**src/rtl/wdt_controller_pkg.sv**
```systemverilog
// -----------------------------------------------------------------------------
// wdt_controller_pkg
// Shared constants and types for the watchdog timer slave: bus widths and
// access-size encodings, register addresses, the kick magic value, the FSM
// state type and a helper that returns the legal access size per register.
// Optional feature macro used by importers: WDT_WINDOW_EN (adds WINDOW reg).
// -----------------------------------------------------------------------------
package wdt_controller_pkg;

    localparam int WDT_VA_WIDTH  = 5;
    localparam int BUS_ACC_WIDTH = 2;
    localparam int BUS_WIDTH     = 32;

    // Access size encoding shared with the other peripheral slaves.
    localparam logic [BUS_ACC_WIDTH-1:0] BUS_ACC_1B = 2'd0;
    localparam logic [BUS_ACC_WIDTH-1:0] BUS_ACC_4B = 2'd2;

    localparam logic [WDT_VA_WIDTH-1:0] WDT_ADDR_CTRL   = 5'd0;
    localparam logic [WDT_VA_WIDTH-1:0] WDT_ADDR_RELOAD = 5'd4;
    localparam logic [WDT_VA_WIDTH-1:0] WDT_ADDR_KICK   = 5'd8;
    localparam logic [WDT_VA_WIDTH-1:0] WDT_ADDR_COUNT  = 5'd12;
    localparam logic [WDT_VA_WIDTH-1:0] WDT_ADDR_WINDOW = 5'd16;

    localparam logic [7:0] WDT_KICK_MAGIC = 8'h5A;

    typedef enum logic [1:0] {
        ST_IDLE = 2'd0,
        ST_RUN  = 2'd1,
        ST_BITE = 2'd2
    } wdt_state_e;

    // Byte-wide registers are CTRL and KICK; everything else is a word.
    function automatic logic [BUS_ACC_WIDTH-1:0] wdt_reg_acc(
        input logic [WDT_VA_WIDTH-1:0] a
    );
        logic [BUS_ACC_WIDTH-1:0] sz;
        case (a)
            WDT_ADDR_CTRL,
            WDT_ADDR_KICK: sz = BUS_ACC_1B;
            default:       sz = BUS_ACC_4B;
        endcase
        return sz;
    endfunction

endpackage

```
**src/rtl/wdt_controller_prescaler.sv**
```systemverilog
// -----------------------------------------------------------------------------
// wdt_controller_prescaler
// Free-running divide-by-PRESCALE tick generator for the watchdog counter.
// The count advances only while en=1 and is forced to 0 by clear (clear wins).
// tick is high for the one cycle in which the count sits at PRESCALE-1 with
// en=1; the count then wraps naturally because PRESCALE is a power of two.
// Ports:
//   clk    in   system clock
//   rstn   in   synchronous active-low reset
//   en     in   advance enable
//   clear  in   restart the prescale period
//   tick   out  one-cycle tick at the end of each period
// -----------------------------------------------------------------------------
module wdt_controller_prescaler #(
    parameter int PRESCALE = 1024
) (
    input  logic clk,
    input  logic rstn,
    input  logic en,
    input  logic clear,
    output logic tick
);

    localparam int              PW   = $clog2(PRESCALE);
    localparam logic [PW-1:0]   LAST = PW'(PRESCALE - 1);

    logic [PW-1:0] r_cnt;

    assign tick = en && (r_cnt == LAST);

    always_ff @(posedge clk) begin
        if (!rstn) begin
            r_cnt <= '0;
        end else if (clear) begin
            r_cnt <= '0;
        end else if (en) begin
            r_cnt <= r_cnt + PW'(1);
        end
    end

endmodule

```
**src/rtl/wdt_controller.sv**
```systemverilog
// -----------------------------------------------------------------------------
// wdt_controller
// Bus-slave watchdog. Its active-low bite output feeds the reset controller's
// external reset input, so a missed kick resets the SoC. Once bitten, the
// output stays low and the counter freezes until rstn is sampled low.
// Optional feature macro: WDT_WINDOW_EN adds a WINDOW register; a kick while
// COUNT > WINDOW is treated as early and bites instead of reloading.
// Ports:
//   clk        in   system clock
//   rstn       in   synchronous active-low reset
//   wdt_rst_b  out  active-low bite (to reset controller rst_ib)
//   addr       in   register address
//   w_rb       in   1=write, 0=read
//   acc        in   access size
//   rdata      out  read data, registered with resp, 0 when resp=0
//   wdata      in   write data
//   req        in   access request
//   resp       out  access done, registered
//   fault      out  invalid access, combinational
//
// state   | meaning
// --------+---------------------------------------------------------------
// ST_IDLE | EN=0, prescaler and counter frozen
// ST_RUN  | EN=1, prescaler running, counter decrements on each tick
// ST_BITE | timeout or early kick seen, bite held until rstn
// -----------------------------------------------------------------------------
module wdt_controller
    import wdt_controller_pkg::*;
#(
    parameter int CNT_WIDTH = 24,
    parameter int PRESCALE  = 1024
) (
    input  logic                     clk,
    input  logic                     rstn,
    output logic                     wdt_rst_b,
    input  logic [WDT_VA_WIDTH-1:0]  addr,
    input  logic                     w_rb,
    input  logic [BUS_ACC_WIDTH-1:0] acc,
    output logic [BUS_WIDTH-1:0]     rdata,
    input  logic [BUS_WIDTH-1:0]     wdata,
    input  logic                     req,
    output logic                     resp,
    output logic                     fault
);

    localparam logic [CNT_WIDTH-1:0] CNT_MAX = '1;

    logic                 r_en;
    logic                 r_lock;
    logic [CNT_WIDTH-1:0] r_reload;
    logic [CNT_WIDTH-1:0] r_count;
    logic                 r_resp;
    logic [BUS_WIDTH-1:0] r_rdata;
    wdt_state_e           r_state;
`ifdef WDT_WINDOW_EN
    logic [CNT_WIDTH-1:0] r_window;
`endif

    wdt_state_e           w_state_nxt;
    logic                 w_invld;
    logic [BUS_WIDTH-1:0] w_rd_data;
    logic                 w_reload_bad;
    logic                 w_acc_ok;
    logic                 w_wr_ok;
    logic                 w_ctrl_wr;
    logic                 w_reload_wr;
    logic                 w_kick;
    logic                 w_early;
    logic                 w_kick_reload;
    logic                 w_en_rise;
    logic                 w_en_nxt;
    logic                 w_presc_en;
    logic                 w_presc_clr;
    logic                 w_tick;
    logic                 w_bite_evt;

    // ---------------------------------------------------------------- decode
    // RELOAD must be non-zero and fit in CNT_WIDTH bits; the shift yields 0
    // when CNT_WIDTH is 32, so every 32-bit value fits in that case.
    assign w_reload_bad = (wdata == '0) || ((wdata >> CNT_WIDTH) != '0);

    always_comb begin
        w_invld   = (acc != wdt_reg_acc(addr));
        w_rd_data = '0;
        case (addr)
            WDT_ADDR_CTRL: begin
                w_rd_data = BUS_WIDTH'({r_lock, r_en});
                if (w_rb && ((wdata[7:2] != 6'd0) || (r_lock && r_en && !wdata[0])))
                    w_invld = 1'b1;
            end
            WDT_ADDR_RELOAD: begin
                w_rd_data = BUS_WIDTH'(r_reload);
                if (w_rb && (r_lock || w_reload_bad))
                    w_invld = 1'b1;
            end
            WDT_ADDR_KICK: begin
                if (!w_rb || (wdata[7:0] != WDT_KICK_MAGIC))
                    w_invld = 1'b1;
            end
            WDT_ADDR_COUNT: begin
                w_rd_data = BUS_WIDTH'(r_count);
                if (w_rb)
                    w_invld = 1'b1;
            end
`ifdef WDT_WINDOW_EN
            WDT_ADDR_WINDOW: begin
                w_rd_data = BUS_WIDTH'(r_window);
                if (w_rb && (r_lock || (wdata > BUS_WIDTH'(r_reload))))
                    w_invld = 1'b1;
            end
`endif
            default: w_invld = 1'b1;
        endcase
    end

    assign fault       = req && w_invld;
    assign w_acc_ok    = req && !w_invld;
    assign w_wr_ok     = w_acc_ok && w_rb;
    assign w_ctrl_wr   = w_wr_ok && (addr == WDT_ADDR_CTRL);
    assign w_reload_wr = w_wr_ok && (addr == WDT_ADDR_RELOAD);
    assign w_kick      = w_wr_ok && (addr == WDT_ADDR_KICK);
    assign w_en_rise   = w_ctrl_wr && !r_en && wdata[0];
    assign w_en_nxt    = w_ctrl_wr ? wdata[0] : r_en;

`ifdef WDT_WINDOW_EN
    assign w_early = (r_count > r_window);
`else
    assign w_early = 1'b0;
`endif

    assign w_kick_reload = w_kick && !w_early;
    assign w_presc_clr   = w_kick_reload || w_en_rise;

    // A kick always wins over a coincident tick; an early kick bites even if
    // the counter would have survived.
    assign w_bite_evt = (r_state != ST_BITE) &&
                        ((w_kick && w_early) ||
                         (w_tick && !w_kick && (r_count == '0)));

    // ------------------------------------------------------------- prescaler
    wdt_controller_prescaler #(
        .PRESCALE (PRESCALE)
    ) u_prescaler (
        .clk   (clk),
        .rstn  (rstn),
        .en    (w_presc_en),
        .clear (w_presc_clr),
        .tick  (w_tick)
    );

    // ------------------------------------------------------------------- FSM
    always_ff @(posedge clk) begin
        if (!rstn) begin
            r_state <= ST_IDLE;
        end else begin
            r_state <= w_state_nxt;
        end
    end

    always_comb begin
        w_state_nxt = r_state;
        case (r_state)
            ST_BITE: w_state_nxt = ST_BITE;
            default: begin
                if (w_bite_evt)
                    w_state_nxt = ST_BITE;
                else if (w_en_nxt)
                    w_state_nxt = ST_RUN;
                else
                    w_state_nxt = ST_IDLE;
            end
        endcase
    end

    always_comb begin
        w_presc_en = (r_state == ST_RUN);
        wdt_rst_b  = (r_state != ST_BITE);
    end

    // --------------------------------------------------------------- counter
    // Frozen while bitten: neither kicks nor enables may revive it.
    always_ff @(posedge clk) begin
        if (!rstn) begin
            r_count <= CNT_MAX;
        end else if (r_state != ST_BITE) begin
            if (w_kick_reload || w_en_rise)
                r_count <= r_reload;
            else if (w_tick && (r_count != '0))
                r_count <= r_count - CNT_WIDTH'(1);
        end
    end

    // ------------------------------------------------------ registers + bus
    always_ff @(posedge clk) begin
        if (!rstn) begin
            r_en     <= 1'b0;
            r_lock   <= 1'b0;
            r_reload <= CNT_MAX;
            r_resp   <= 1'b0;
            r_rdata  <= '0;
        end else begin
            if (w_ctrl_wr) begin
                r_en   <= wdata[0];
                r_lock <= r_lock | wdata[1];
            end
            if (w_reload_wr)
                r_reload <= wdata[CNT_WIDTH-1:0];
            r_resp  <= w_acc_ok;
            r_rdata <= (w_acc_ok && !w_rb) ? w_rd_data : '0;
        end
    end

`ifdef WDT_WINDOW_EN
    always_ff @(posedge clk) begin
        if (!rstn) begin
            r_window <= '0;
        end else if (w_wr_ok && (addr == WDT_ADDR_WINDOW)) begin
            r_window <= wdata[CNT_WIDTH-1:0];
        end
    end
`endif

    assign resp  = r_resp;
    assign rdata = r_rdata;

endmodule

```
**config.mk**
```make
export PLATFORM = sky130hd
export DESIGN_NAME = wdt_controller
export DESIGN_NICKNAME = d
export VERILOG_FILES = /design/src/rtl/wdt_controller_pkg.sv /design/src/rtl/wdt_controller_prescaler.sv /design/src/rtl/wdt_controller.sv
export SDC_FILE = /design/constraint.sdc
export NUM_CORES = 1
export LEC_CHECK = 0
export BUFFER_PORTS_ARGS = -buffer_cell sky130_fd_sc_hd__buf_2
export CAP_MARGIN = 40
export CORE_ASPECT_RATIO = 1.4
export CORE_UTILIZATION = 62
export CTS_BUF_LIST = sky130_fd_sc_hd__clkbuf_8
export CTS_CLUSTER_DIAMETER = 30
export CTS_CLUSTER_SIZE = 10
export DETAILED_ROUTE_END_ITERATION = 10
export PLACE_DENSITY_LB_ADDON = 0.1
export RECOVER_POWER = 25
export SETUP_SLACK_MARGIN = 0.1
export SLEW_MARGIN = 20
export SYNTH_ARGS = -nofsm -noshare
export SYNTH_HDL_FRONTEND = slang
export SYNTH_SLANG_ARGS = --single-unit
```
**constraint.sdc**
```tcl
create_clock -name clk -period 5.5 [get_ports clk]
set_input_delay 1.1 -clock clk [delete_from_list [all_inputs] [get_ports clk]]
set_output_delay 1.1 -clock clk [all_outputs]
set_load 0.02 [all_outputs]
```
==> impl_metrics.tcl <==
set metrics [dict create \
    rr_worst_depth 7 \
    critical_path_buf_inv_count 3 \
    p_per_area_nw_per_um2 244 \
    crit_top_cell "buf_2" \
    multi_input_comb_area_um2 2190 \
    maxCapViolations 0 \
    critical-path-max-stage-delay_ps 480 \
    cts_tree "yes" \
    drive_gt1_share_pct 13.7 \
    irDropWorstVdd_mv 0.152 \
    min_to "r_reload[3]$_SDFFE_PN1P_" \
    hold_viol 0 \
    netlist_instances 504 \
    die_width_um 71.0 \
    critPathTopFamily "compound AO/OA/AOI/OAI gates" \
    cts_root_buf "clkbuf_8" \
    synth.distinct_cells 62 \
    row_count 34 \
    rrSetupSlack_ps 2450 \
    synth-seq-cells 87 \
    synth-edff-count 0 \
    yosysTopAreaCellShare_pct 42.2 \
    path_cells "buf_2, or3_1, nor3b_2, buf_4, o2111ai_2, a21o_1, a221oi_1, nor2b_1, buf_2" \
    finalSetupViolCount 0 \
    htreeDepth 3 \
    slowest_stage "or3_1" \
    synth.most_common_cell "dfxtp_1" \
    die_y_um 98.5 \
    fin_nets 608 \
    synth.avg_cell_area_um2 8.19 \
    cts_setup_buffers 0 \
    antenna_found_initial 0 \
    relSlewSlack_pct 45.4 \
    startpoint_type "input port" \
    critPathKind "input port to output pin" \
    finalCoreUtilization_pct 73.7 \
    grt_usage_pct 31.6 \
    ys.flop_type "dfxtp_1" \
    num_vias 4003 \
    grt_overflow 0 \
    setup_tns_ps 0 \
    r2r_end "r_count[21]$_SDFFE_PN1P_" \
    diodes 0 \
    syn_to_final_growth_pct 13.1 \
    leakage_nw 1.75 \
    synth_top_cell_by_area "dfxtp_1" \
    initial_core_util_pct 65.1 \
    firstDrtPassIters 10 \
    endpoint_kind "output pin" \
    wl_per_cell_um 16.7 \
    syn-cell-area_um2 4130 \
    cts-buffers-inserted 9 \
    cts_resized 0 \
    tightest_slew_ps 816 \
    fmax_mhz 226 \
    dp_cells 619 \
    grt_pass1_vias 3779 \
    hold_buffers 0 \
    seq_area_um2 1740 \
    port_buffers 69 \
    insertion_delay_ps 370 \
    synth_area_leaders "dfxtp_1 (42%), nand2_1 (6.5%), nor2_1 (5.0%)" \
    core_um2 6340 \
    drc_errors 2 \
    synth_top_cells_by_count "dfxtp_1 (87), nand2_1 (72), nor2_1 (55), nand3_1 (39), a22oi_1 (23)" \
    num-fill-cells 527 \
    die_area_um2 6990 \
    cp.required_ps 4400 \
    hold_path_class "flip-flop to flip-flop" \
    crit_arrival_ps 3320 \
    ys_async_sr_fraction_pct 0 \
    clk_pin_slew_worst_paths_ps 80 \
    seq_area_frac_synth_pct 42.2 \
    min_period_ps 4420 \
    routed_via_density 6.25 \
    fin_skew_ps 12.0 \
    grt_max_degree 51 \
    power_mw 1.14 \
    outcome "complete, but fails checks" \
    slew_violations 0 \
    clkSinkCount 87 \
    drt_iter0_markers 376 \
    dp_hpwl_um 7410 \
    clock_path_buffers 2 \
    place.gp.congestion 0.863 \
    io_pins 78 \
    drt-total-wl_um 10700 \
    grt_pass1_wl_um 17400 \
    cp_max_fo 11 \
    violations "design-rule violations" \
    fin_crit_sh_pct 80.4 \
    ant_nets 0 \
    worstHoldPathCells 2 \
    rsz0062_at_grt "false" \
    r2r-start "r_count[0]$_SDFFE_PN1P_" \
    synth_warnings 0 \
    hold_path.startpoint "r_reload[3]$_SDFFE_PN1P_" \
    stdcell_count 640 \
]
## worst reg2reg max path: stages, from the launching register on
cell	delay, ps
dfxtp_1	380
or4_1	610
nor4b_2	740
o2111ai_1	340
nor2_1	440
a21oi_1	120
o21ai_0	200
o211ai_1	110
## flip-flops by register name (all words and copies together) (netlist names)
| signal | flops |
|---|---|
| r_count | 24 |
| r_reload | 24 |
| resp | 1 |
| r_state | 2 |
| r_en | 1 |
| rdata | 24 |
| r_lock | 1 |
| u_prescaler.r_cnt | 10 |
## per-layer routing
layer | wire, um | vias to the layer above | GRT usage [%]
met4 | 343 | 0 | 16.6
met5 | 0 | - | 0
met1 | 4350 | 1856 | 38.0
li1 | - | 1935 | -
met2 | 5270 | 183 | 53.1
met3 | 711 | 29 | 6.13
## power by group
part           switching (mW)  leakage (nW)  internal, mW
Clock                   0.232         0.107         0.221
Sequential          0.0000147         0.702         0.629
Combinational          0.0353         0.942        0.0215
## cell usage in the layout (no fill, tap or decap), types with 3 or more instances in the layout
master / n
dfxtp_1: 87
nand2_1: 72
nor2_1: 55
buf_2: 44
nand3_1: 39
clkbuf_1: 26
a22oi_1: 23
nor3_1: 17
nand4_1: 13
o21ai_0: 13
nor4_1: 12
o21ai_1: 11
a21oi_1: 10
clkbuf_8: 10
inv_1: 8
conb_1: 8
or4_1: 7
a31oi_1: 7
xor2_1: 6
xnor2_1: 6
or3_1: 5
and2_1: 5
nor2b_1: 4
nand2b_1: 4
and3_1: 4
mux2i_1: 4
and4_1: 4
buf_6: 4
a21o_1: 3
a211oi_1: 3
o22ai_1: 3
o31ai_1: 3
buf_4: 3
## final cells by class
class	instances	share of cell area, %
clock buffers	10	2.95
clock inverters	6	1.31
inverters	8	0.643
multi-input cells	378	46.9
flip-flops and latches	87	37.3
well taps	72	1.93
repair buffers	79	9.00
## worst max path at each step
stage / depth (start not counted) / start / slack (ps) / endpoint
after detailed placement: 9 / addr[1] / 1090 / fault
after global placement: 9 / addr[1] / 1140 / fault
after global routing: 9 / addr[1] / 930 / fault
after floorplan: 7 / addr[1] / 1360 / fault
after CTS: 9 / addr[1] / 1090 / fault
final: 9 / addr[1] / 1080 / fault
## kinds of logic (layout without fill, tap and decap cells)
| kind of cell | count (synthesis) | count (layout) | synth area share (%) |
|---|---|---|---|
| adders and majority gates | 2 | 2 | 0.606 |
| xor gates and xnor gates | 12 | 12 | 2.55 |
| DFF | 87 | 87 | 42.2 |
| muxes | 4 | 4 | 0.970 |
| AOI/OAI and AO/OA | 101 | 101 | 18.4 |
| buffers and inverters | 46 | 103 | 5.30 |
| and+or+nand+nor | 251 | 251 | 29.9 |
| other | 1 | 8 | 0.0908 |
## metrics by stage
step                      cell area (um^2)  setup WS [ps]  hold WS, ps
after global routing                  4670            927          526
after global placement                4420           1140          469
after CTS                             4640           1090          490
after detailed placement              4450           1090          479
final                                 4670           1080          488
after floorplan                       4150           1360          456
(Power assumes the default switching activity.)
